--- src/rtl/mux_nto1_hs_pkg.sv ---
// ----------------------------------------------------------------------------
// mux_nto1_hs_pkg
// Shared definitions for the N:1 handshake multiplexer: mode encodings,
// statistics counter width and the output-stage state type.
// Optional feature macro: MUX_STATS_EN (adds the xfer_count port/counter).
// ----------------------------------------------------------------------------
package mux_nto1_hs_pkg;

    // Encodings of the rr_mode input
    localparam logic MODE_FIXED = 1'b0;
    localparam logic MODE_RR    = 1'b1;

    // Width of the output-transfer statistics counter
    localparam int unsigned STATS_W = 16;

    // One-deep output register occupancy
    typedef enum logic {
        ST_EMPTY = 1'b0,
        ST_FULL  = 1'b1
    } muxState_t;

endpackage

--- src/rtl/mux_nto1_hs_rr_pick.sv ---
// ----------------------------------------------------------------------------
// rr_pick
// Combinational round-robin picker: returns the first set bit of `valid`,
// searching from `ptr` upwards and wrapping modulo CHANNELS.
// Ports:
//   valid  in   CHANNELS   request vector
//   ptr    in   SEL_W      search start index (always < CHANNELS)
//   grant  out  SEL_W      chosen index (0 when nothing is requested)
//   any    out  1          at least one request present
// ----------------------------------------------------------------------------
module rr_pick #(
    parameter  int unsigned CHANNELS = 4,
    localparam int unsigned SEL_W    = $clog2(CHANNELS)
) (
    input  logic [CHANNELS-1:0] valid,
    input  logic [SEL_W-1:0]    ptr,
    output logic [SEL_W-1:0]    grant,
    output logic                any
);

    // One extra bit so ptr + offset never overflows before the wrap
    localparam int unsigned SUM_W = SEL_W + 1;

    logic [2*CHANNELS-1:0] doubled;
    logic [CHANNELS-1:0]   rotated;
    logic [SUM_W-1:0]      sum;

    // Rotate so that bit 0 of `rotated` corresponds to channel `ptr`
    assign doubled = {valid, valid};
    assign rotated = CHANNELS'(doubled >> ptr);

    // Lowest set offset wins; descending scan lets the lowest overwrite last
    always_comb begin
        any = 1'b0;
        sum = '0;
        for (int k = CHANNELS - 1; k >= 0; k--) begin
            if (rotated[k]) begin
                sum = SUM_W'(ptr) + SUM_W'(k);
                any = 1'b1;
            end
        end
        grant = (sum >= SUM_W'(CHANNELS)) ? SEL_W'(sum - SUM_W'(CHANNELS))
                                          : SEL_W'(sum);
    end

endmodule

--- src/rtl/mux_nto1_hs.sv ---
// ----------------------------------------------------------------------------
// mux_nto1_hs
// Parametrised N:1 multiplexer with a one-deep registered output stage and
// valid/ready handshake on every channel. Fixed-select or round-robin choice.
// Optional feature macro: MUX_STATS_EN (output-transfer counter xfer_count).
// Ports:
//   clk         in   1               rising-edge clock
//   reset       in   1               synchronous active-high reset
//   in_data     in   CHANNELS*WIDTH  channel i at [i*WIDTH +: WIDTH]
//   in_valid    in   CHANNELS        per-channel valid
//   in_ready    out  CHANNELS        per-channel accept (combinational)
//   sel         in   SEL_W           channel index in fixed mode
//   rr_mode     in   1               0 = fixed, 1 = round-robin
//   out_data    out  WIDTH           registered data
//   out_ch      out  SEL_W           source channel of out_data
//   out_valid   out  1               output register holds data
//   out_ready   in   1               consumer accepts
//   xfer_count  out  16              output transfers (MUX_STATS_EN only)
// ----------------------------------------------------------------------------
module mux_nto1_hs
    import mux_nto1_hs_pkg::*;
#(
    parameter  int unsigned WIDTH    = 8,
    parameter  int unsigned CHANNELS = 4,
    localparam int unsigned SEL_W    = $clog2(CHANNELS)
) (
    input  logic                      clk,
    input  logic                      reset,
    input  logic [CHANNELS*WIDTH-1:0] in_data,
    input  logic [CHANNELS-1:0]       in_valid,
    output logic [CHANNELS-1:0]       in_ready,
    input  logic [SEL_W-1:0]          sel,
    input  logic                      rr_mode,
    output logic [WIDTH-1:0]          out_data,
    output logic [SEL_W-1:0]          out_ch,
    output logic                      out_valid,
    input  logic                      out_ready
`ifdef MUX_STATS_EN
    ,
    output logic [STATS_W-1:0]        xfer_count
`endif
);

    muxState_t        state;
    logic [SEL_W-1:0] rrPtr;
    logic [SEL_W-1:0] rrGrant;
    logic             rrAny;
    logic [SEL_W-1:0] chosen;
    logic             chosenOk;
    logic             loadEn;
    logic             xferIn;
    logic             xferOut;
    logic [WIDTH-1:0] chosenData;

    // Round-robin candidate from the current pointer
    rr_pick #(
        .CHANNELS (CHANNELS)
    ) u_rrPick (
        .valid (in_valid),
        .ptr   (rrPtr),
        .grant (rrGrant),
        .any   (rrAny)
    );

    assign out_valid = (state == ST_FULL);
    assign loadEn    = !out_valid || out_ready;
    assign xferOut   = out_valid && out_ready;

    // Channel choice; fixed mode with an out-of-range sel selects nothing
    always_comb begin
        chosen   = sel;
        chosenOk = ({1'b0, sel} < (SEL_W + 1)'(CHANNELS));
        if (rr_mode == MODE_RR) begin
            chosen   = rrGrant;
            chosenOk = rrAny;
        end
    end

    // One-hot ready on the chosen channel; silenced while reset is asserted
    always_comb begin
        in_ready = '0;
        for (int i = 0; i < CHANNELS; i++) begin
            in_ready[i] = !reset && loadEn && chosenOk && (chosen == SEL_W'(i));
        end
    end

    assign xferIn = |(in_valid & in_ready);

    // Data of the chosen channel (unused when nothing is ready)
    always_comb begin
        chosenData = '0;
        for (int i = 0; i < CHANNELS; i++) begin
            if (chosen == SEL_W'(i)) begin
                chosenData = in_data[i*WIDTH +: WIDTH];
            end
        end
    end

    // Output stage occupancy, payload and round-robin pointer
    always_ff @(posedge clk) begin
        if (reset) begin
            state    <= ST_EMPTY;
            out_data <= '0;
            out_ch   <= '0;
            rrPtr    <= '0;
        end else begin
            case (state)
                ST_EMPTY: if (xferIn)              state <= ST_FULL;
                ST_FULL:  if (xferOut && !xferIn)  state <= ST_EMPTY;
                default:                           state <= ST_EMPTY;
            endcase
            if (xferIn) begin
                out_data <= chosenData;
                out_ch   <= chosen;
                if (rr_mode == MODE_RR) begin
                    rrPtr <= (chosen == SEL_W'(CHANNELS - 1)) ? '0
                                                              : chosen + SEL_W'(1);
                end
            end
        end
    end

`ifdef MUX_STATS_EN
    // Free-running output-transfer counter, wraps naturally
    always_ff @(posedge clk) begin
        if (reset) begin
            xfer_count <= '0;
        end else if (xferOut) begin
            xfer_count <= xfer_count + STATS_W'(1);
        end
    end
`endif

endmodule
--- config.mk ---
export PLATFORM = sky130hd
export DESIGN_NAME = mux_nto1_hs
export DESIGN_NICKNAME = d
export VERILOG_FILES = /design/src/rtl/mux_nto1_hs_pkg.sv /design/src/rtl/mux_nto1_hs_rr_pick.sv /design/src/rtl/mux_nto1_hs.sv
export SDC_FILE = /design/constraint.sdc
export NUM_CORES = 1
export LEC_CHECK = 0
export ABC_CLOCK_PERIOD_IN_PS = 3650
export CAP_MARGIN = 30
export CORE_MARGIN = 8
export CORE_UTILIZATION = 31
export CTS_CLUSTER_SIZE = 25
export DETAILED_ROUTE_END_ITERATION = 10
export DONT_BUFFER_PORTS = 1
export PLACE_DENSITY_LB_ADDON = 0.3
export SLEW_MARGIN = 20
export SYNTH_ARGS = -nofsm -noshare
export SYNTH_HDL_FRONTEND = slang
export SYNTH_HIERARCHICAL = 1
export SYNTH_SLANG_ARGS = --single-unit
--- constraint.sdc ---
create_clock -name clk -period 3.65 [get_ports clk]
set_clock_uncertainty 0.1 [all_clocks]
set_input_delay 0.9125 -clock clk [delete_from_list [all_inputs] [get_ports clk]]
set_output_delay 0.9125 -clock clk [all_outputs]
set_load 0.05 [all_outputs]
# Yosys cells after proc, flatten, opt, wreduce, memory -nomap -nowiden
# Index checks and enable logic that the tools add are counted.
[totals]
register_bits = 13
latchBits = 0
ramBits = 0
rom_bits = 0
inputBits = 42
out_inout_bits = 15
elab_cells = 50
memories = 0
[classes]
add_sub_neg = 5
n_mul = 0
div_mod_pow = 0
magnitude_cmp = 1
eq_ne = 3
n_shift = 1
mux = 19
bitwise = 2
reduce_logical = 15
[op_table]
columns = ["operator", "n"]
rows = [
  ["two-way mux 8 bit", 4],
  ["two-way mux 3 bit", 4],
  ["logical AND 1 bit", 8],
  [">> shifter 8 x 2 -> 4 bit", 1],
  ["two-way mux 1 bit", 7],
  ["adder 2 x 2 -> 3 bit (second input constant)", 2],
  ["two-way mux 2 bit", 3],
  ["bitwise AND 4 bit", 1],
  ["== test 2 bit (second input constant)", 2],
  ["OR reduction 4 bit", 1],
  ["adder 2 x 1 -> 3 bit (second input constant)", 1],
  [">= comparator 3 bit (second input constant)", 1],
  ["logical NOT 1 bit", 3],
  ["adder 2 x 1 -> 2 bit (second input constant)", 1],
  ["== test 2 x 1 -> 1 bit (second input constant)", 1],
  ["logical NOT 2 bit", 1],
  ["one-hot mux 1 bit (2 select lines)", 1],
  ["AND reduction 2 bit", 1],
  ["subtractor 2 x 1 -> 2 bit (second input constant)", 1],
  ["logical OR 1 bit", 1],
  ["inverter 1 bit", 1],
]

# Depth between registers and ports, before layout
# Gate-level depths: netlist of the first run.
[logic_depth]
word_depth = 16
mapped_depth = 12
mapped_depth_nobuf = 10

# Hierarchy
# Netlist of the first run, hierarchy kept.
[by_module_without_submodules]
columns = ["mod", "n_inst", "cells_per_inst", "area_each_um2", "seq_area_each_um2"]
rows = [
  ["mux_nto1_hs", 1, 119, 979.7, 260.2],
  ["rr_pick", 1, 15, 77.6, 0.0],
]

# Worst setup path before layout of the first run
# Ideal clock, no wire load.
[synth_timing]
kind = "input to output"
startpoint = "input in_valid[1]"
endpoint = "output in_ready[3]"
arrival_ns = 2.714
t_required_ns = 2.638
slack_ns = -0.077
stages = 9
path_buffers = 2
path_cell_list = "inv_1 -> a221o_1 -> a21oi_1 -> mux2i_1 -> inv_1 -> ha_1 -> buf_2 -> clkbuf_1 -> and3_1"
[synth_between]
elab_chain_cells = 10
word_cells_on_any_way = 17
classes_between = "add/sub (1); order compare (1); eq/ne (1); shift (1); mux (11); reduce/logical (2)"
[synth_rtl]
columns = ["item", "line", "text"]
rows = [
  ["from (decl)", "mux_nto1_hs.sv:30", "input logic [CHANNELS-1:0] in_valid,"],
  [">> shifter 8 x 2 -> 4 bit *", "mux_nto1_hs_rr_pick.sv:30", "assign rotated = CHANNELS'(doubled >> ptr);"],
  ["two-way mux 3 bit (3 in a row)", "mux_nto1_hs_rr_pick.sv:37", "if (rotated[k]) begin"],
  ["two-way mux 3 bit *", "mux_nto1_hs_rr_pick.sv:37", ""],
  [">= comparator 3 bit / subtractor 2 x 1 -> 2 bit (equally long branches)", "mux_nto1_hs_rr_pick.sv:42", "grant = (sum >= SUM_W'(CHANNELS)) ? SEL_W'(sum - SUM_W'(CHANNELS))"],
  ["two-way mux 2 bit *", "mux_nto1_hs_rr_pick.sv:42", ""],
  ["net rrGrant[0]", "mux_nto1_hs.sv:46", "logic [SEL_W-1:0] rrGrant;"],
  ["two-way mux 2 bit *", "mux_nto1_hs.sv:73", "if (rr_mode == MODE_RR) begin"],
  ["net chosen[0]", "mux_nto1_hs.sv:48", "logic [SEL_W-1:0] chosen;"],
  ["== test 2 bit *", "mux_nto1_hs.sv:83", "in_ready[i] = !reset && loadEn && chosenOk && (chosen == SEL_W'(i));"],
  ["logical AND 1 bit *", "mux_nto1_hs.sv:83", ""],
  ["to (decl)", "mux_nto1_hs.sv:31", "output logic [CHANNELS-1:0] in_ready,"],
]
# Mark *: on every way through the listed nets, which the timed path passes. The rest lies on a longest branch.

# Final worst setup path of the first run
[layout_timing]
startpoint = "input in_valid[2]"
endpoint = "output in_ready[1]"
[layout_between]
elab_chain_cells = 10
word_cells_on_any_way = 17
classes_between = "add/sub (1); order compare (1); eq/ne (1); shift (1); mux (11); reduce/logical (2)"
[layout_rtl]
columns = ["item", "line"]
rows = [
  [">> shifter 8 x 2 -> 4 bit *", "mux_nto1_hs_rr_pick.sv:30"],
  ["two-way mux 3 bit (3 in a row)", "mux_nto1_hs_rr_pick.sv:37"],
  ["two-way mux 3 bit *", "mux_nto1_hs_rr_pick.sv:37"],
  [">= comparator 3 bit / subtractor 2 x 1 -> 2 bit (equally long branches)", "mux_nto1_hs_rr_pick.sv:42"],
  ["two-way mux 2 bit *", "mux_nto1_hs_rr_pick.sv:42"],
  ["net rrGrant[0]", "mux_nto1_hs.sv:46"],
  ["two-way mux 2 bit *", "mux_nto1_hs.sv:73"],
  ["net chosen[0]", "mux_nto1_hs.sv:48"],
  ["== test 2 x 1 -> 1 bit *", "mux_nto1_hs.sv:83"],
  ["logical AND 1 bit *", "mux_nto1_hs.sv:83"],
]
# Marks and branches as above.

==> out/results.tsv, run 1 <==
metric	value	unit
status	completed	
r2r_end	out_data[0]	
fin_util	36.3	%
die_x	74.4	µm
first_pass_iters	4	
rsz0062_at_grt	no	
wl_per_cell	16.4	µm
hpwl	2540	µm
setup_viol	0	
final_area	1200	µm²
synth_area	1060	µm²
syn_nets	180	
cp-startpoint	in_valid[2]	
synth_area_leaders	dfxtp_1 25%, a211oi_2 11%, a21oi_1 9.5%, nor2_1 6.0%, a22oi_1 5.7%	
htree_levels	1	
fin_crit_sh	91.8	%
floorplan.die_area	5540	µm²
relSlewSlack	63.1	%
synthArstFlopShare	0	%
syn_area_per_cell	7.89	µm²
ctsLongestPathBuffers	2	
grt_use_met2	17.9	%
cp_max_fo	4	
grt-ovfl-total	0	
place.gp.congestion	0.769	
critical_path_required	2.64	ns
start_kind	primary input	
die_y	74.4	µm
io-pin-count	57	
cts_root_buffer	clkbuf_4	
start_util	31.9	%
fin_setup_tns	0	ns
multiInputGateArea	677	µm²
diodes	0	
synth_top_area_share	24.6	%
grtUsageMet1	10.5	%
clk_pin_slew	0.08	ns
grt_max_degree	21	
timing.hold.ws	0.489	ns
rows	21	
cts_resized	0	
cts_sinks	13	
grt_pass1_vias	953	
core	3310	µm²
fmax	298	MHz
synth_warnings	6	
first_iter_violations	53	
worstMarginPinSlew	0.552	ns
worstSetupEndpointType	output pin	
track_usage	10.4	%
final_common_cell	a21oi_1	
areaGrowthSynthToFinish	13.7	%
routed_wl	3010	µm
vias	959	
numCtsBuffers	3	
drc_errors	0	
grt-busiest-layer	met2	
final_cell_mix	20 x a21oi_1, 17 x nor2_1, 15 x inv_1	
synthCells	134	
timing.rr.start	rrPtr[0]	
layout_min_cycle_time	3.35	ns
timing.final.hold_violations	0	
cts_setup_buffers	0	
numPortBuffers	0	
register_area	260	µm²
synth_seq_cells	13	
finalNetCount	185	
ff2ff_setup_slack	0.87	ns
hold_start	rrPtr[0]	
cts_tree	yes	
fillers	362	
ys_seq_area_share	24.6	%
pwr_density_cell	385	nW/µm²
critPathKind	primary input to output pin	
worst_ep_arrival_time	2.34	ns
antenna_found_initial	0	
postRouteAntennaNets	0	
layout-drive-gt1-share	19.6	%
synthFlopType	dfxtp_1	
leakage	0.489	nW
rr_worst_depth	11	
cp-endpoint	in_ready[1]	
peakVddDrop	0.124	mV
synth_top_area_cell	dfxtp_1	
maxCapViolations	0	
maxSlewViolCount	0	
place_area	1180	µm²
insertion_delay	0.27	ns
ys_types	25	
grt_use_met3	5.39	%
synth_edf_count	0	
grt_pass1_wl	4560	µm
hold_buffers	0	
drt-vias-per-instance	5.21	
hp-class	flop to flop	
-- area by class of cell --
| cell class | count | area share (%) |
|---|---|---|
| repair buffers | 10 | 10.4 |
| inverters | 15 | 4.68 |
| clock buffers | 4 | 2.19 |
| well taps | 46 | 4.79 |
| multi-input cells | 96 | 56.3 |
| flip-flops and latches | 13 | 21.6 |
-- state kept, by name (all words and copies together) (netlist names) --
signal / count
out_data: 8
rrPtr: 2
out_ch: 2
out_valid: 1
-- worst max-delay path: stages --
cell	delay (ns)
inv_1	0.03
o221ai_1	0.20
a21oi_1	0.09
mux2i_1	0.34
inv_1	0.14
ha_1	0.28
and3_1	0.19
buf_12	0.15
-- per-stage QoR --
stage          power, mW  setup WS [ns]  cells
2_1_floorplan      0.345        0.00845    134
3_3_place_gp       0.376          0.362    180
3_5_place_dp       0.382          0.308    180
4_1_cts            0.469          0.308    184
5_1_grt            0.497          0.194    184
6_report           0.463          0.298    184
-- cells in the mapped netlist (3+ instances only) --
cell and n:
a22oi_1 8, o21ai_0 8, a21oi_1 20, mux2i_1 4, a211oi_2 9, nand2_1 9, and3_1 4, clkbuf_1 4
ha_1 4, inv_1 15, dfxtp_1 13, buf_4 3, nor2_1 17
-- report_power, final --
| part | switching, mW | total, mW | internal, mW |
|---|---|---|---|
| sequential | 0.0575 | 0.214 | 0.156 |
| clock | 0.0446 | 0.0868 | 0.0422 |
| combinational | 0.0930 | 0.163 | 0.0696 |
-- worst min path at each step --
stage	slack, ns	end	depth (start not counted)
after floorplan	0.40	rrPtr[0]	2
after global placement	0.44	rrPtr[0]	2
after detailed placement	0.48	rrPtr[0]	2
after CTS	0.49	rrPtr[0]	2
after global routing	0.51	rrPtr[0]	2
final	0.49	rrPtr[0]	2
-- kinds of logic (layout without fill, tap and decap cells) --
group | Yosys count | in the layout | share of synthesized area, %
and+or+nand+nor | 35 | 35 | 14.4
muxes | 4 | 4 | 3.79
buffers and inverters | 25 | 29 | 11.5
AOI/OAI and AO/OA | 53 | 53 | 40.9
DFF | 13 | 13 | 24.6
adders and majority gates | 4 | 4 | 4.73
-- routing by layer --
metal	vias up	wire length, µm
met2	33	1480
met3	2	324
met4	0	19
met1	444	1190
met5	-	0
li1	480	-
Note: power is estimated with default switching activity, not from simulation.
==> run 2: changes to the inputs <==
--- a/config.mk
+++ b/config.mk
@@ -12,7 +12,6 @@
 export CTS_CLUSTER_SIZE = 25
 export DETAILED_ROUTE_END_ITERATION = 10
 export DONT_BUFFER_PORTS = 1
-export PLACE_DENSITY_LB_ADDON = 0.3
 export SLEW_MARGIN = 20
 export SYNTH_ARGS = -nofsm -noshare
 export SYNTH_HDL_FRONTEND = slang
==> out/results.tsv, run 2 (synthesis results as in run 1) <==
metric	value	unit	change
antenna_found_initial	0		unchanged
layout_min_cycle_time	3.32	ns	-0.0286 ns
status	completed		
worstSetupEndpointType	output pin		
cts_sinks	13		unchanged
layout-drive-gt1-share	19.6	%	unchanged
diodes	0		unchanged
insertion_delay	0.27	ns	about the same
pwr_density_cell	385	nW/µm²	about the same
routed_wl	2930	µm	-2.7%
grt_max_degree	21		unchanged
cts_setup_buffers	0		unchanged
areaGrowthSynthToFinish	13.7	%	unchanged
fin_crit_sh	91.1	%	-0.78 points
final_common_cell	a21oi_1		
ff2ff_setup_slack	0.90	ns	+0.03 ns
cp_max_fo	4		unchanged
grt_pass1_vias	925		-2.9%
rows	21		unchanged
grt_pass1_wl	4200	µm	-7.9%
first_iter_violations	67		+26%
place_ws	0.330	ns	+0.0217 ns
worst_ep_arrival_time	2.31	ns	-0.03 ns
hpwl	2470	µm	-2.7%
wl_per_cell	15.9	µm	-2.7%
start_kind	primary input		
drt-vias-per-instance	5.14		-1.5%
timing.final.hold_violations	0		unchanged
crit_top_cell	inv_1		
fillers	351		-3.0%
fin_ws	0.326	ns	+0.0286 ns
ctsLongestPathBuffers	2		unchanged
hold_buffers	0		unchanged
leakage	0.489	nW	unchanged
numCtsBuffers	3		unchanged
largest_registers	out_data x8, out_ch x2, rrPtr x2		
numPortBuffers	0		unchanged
cts_tree	yes		
max_stage_delay	0.31	ns	-0.03 ns
io-pin-count	57		unchanged
cp_slowest_cell	a221o_1		
grt-ovfl-total	0		unchanged
maxCapViolations	0		unchanged
critPathKind	primary input to output pin		
fin_setup_tns	0	ns	unchanged
rsz0062_at_grt	no		
peakVddDrop	0.141	mV	+14%
drc_errors	0		unchanged
die_y	74.4	µm	unchanged
finalNetCount	185		unchanged
worst-path-buf-inv	3		unchanged
setup_viol	0		unchanged
first_pass_iters	4		unchanged
hp-class	flop to flop		
place.gp.congestion	0.820		+6.7%
final_area	1200	µm²	unchanged
postRouteAntennaNets	0		unchanged
die_x	74.4	µm	unchanged
critPathTopFamily	compound AO/OA/AOI/OAI gates		
htree_levels	1		unchanged
core	3310	µm²	unchanged
final_cell_mix	20 x a21oi_1, 17 x nor2_1, 15 x inv_1		
start_util	31.9	%	unchanged
cts_root_buffer	clkbuf_4		
critical_path_required	2.64	ns	about the same
grt_use_met3	4.58	%	-0.81 points
floorplan.die_area	5540	µm²	unchanged
grtUsageMet1	9.40	%	-1.1 points
vias	945		-1.5%
track_usage	9.66	%	-0.71 points
grt-busiest-layer	met2		
clk_pin_slew	0.08	ns	about the same
fmax	301	MHz	+0.86%
place_area	1180	µm²	unchanged
worstMarginPinSlew	0.547	ns	-0.00532 ns
grt_use_met2	16.7	%	-1.2 points
cts_resized	0		unchanged
maxSlewViolCount	0		unchanged
crit_chain	inv_1 > a221o_1 > a21oi_1 > mux2i_1 > inv_1 > ha_1 > and3_1 > buf_12		
relSlewSlack	63.5	%	+0.36 points
largest_reg_flops	8		unchanged
regMostFlops	out_data		
-- run 2: cell counts in the layout (fill, tap and decap cells not counted) --
No cell type changed its count.
-- run 2: tightest hold or removal path, stage by stage (launching register included) --
cell and delay (ns):
dfxtp_1 0.34, mux2i_1 0.14, nor2_1 0.05
-- run 2: cell type report --
type / count / area (µm²) / share of cell area (%)
multi-input cells: 96 / 677 / 56.3
flip-flops and latches: 13 / 260 / 21.6
clock buffers: 4 / 26.3 / 2.19
inverters: 15 / 56.3 / 4.68
well taps: 46 / 57.6 / 4.79
repair buffers: 10 / 125 / 10.4
-- run 2: path summary, 6_finish.rpt --
kind         depth (start not counted)           to   startpoint
max                                  8  in_ready[1]  in_valid[1]
min                                  2     rrPtr[0]     rrPtr[0]
max reg2reg                         11  out_data[1]     rrPtr[0]
min reg2reg                          2     rrPtr[0]     rrPtr[0]
-- run 2: report_power, final --
group          total, mW  internal, mW  switching [mW]  leakage [nW]
Clock             0.0880        0.0423          0.0457        0.0150
Combinational      0.162        0.0695          0.0922         0.367
Sequential         0.214         0.156          0.0573         0.107
-- run 2: stage by stage --
stage	power (mW)	cells	utilization (%)	hold slack, ns
global route	0.495	184	36.3	0.495
finish	0.463	184	36.3	0.470
CTS	0.470	184	36.3	0.469
detailed placement	0.380	180	35.5	0.455
global placement	0.376	180	35.5	0.442
floorplan	0.345	134	-	0.397
-- run 2: per-layer routing --
layer / share of wire [%] / routed length, µm
met5: 0 / 0
met4: 1.3 / 37
met3: 9.4 / 275
met2: 51 / 1480
met1: 39 / 1140
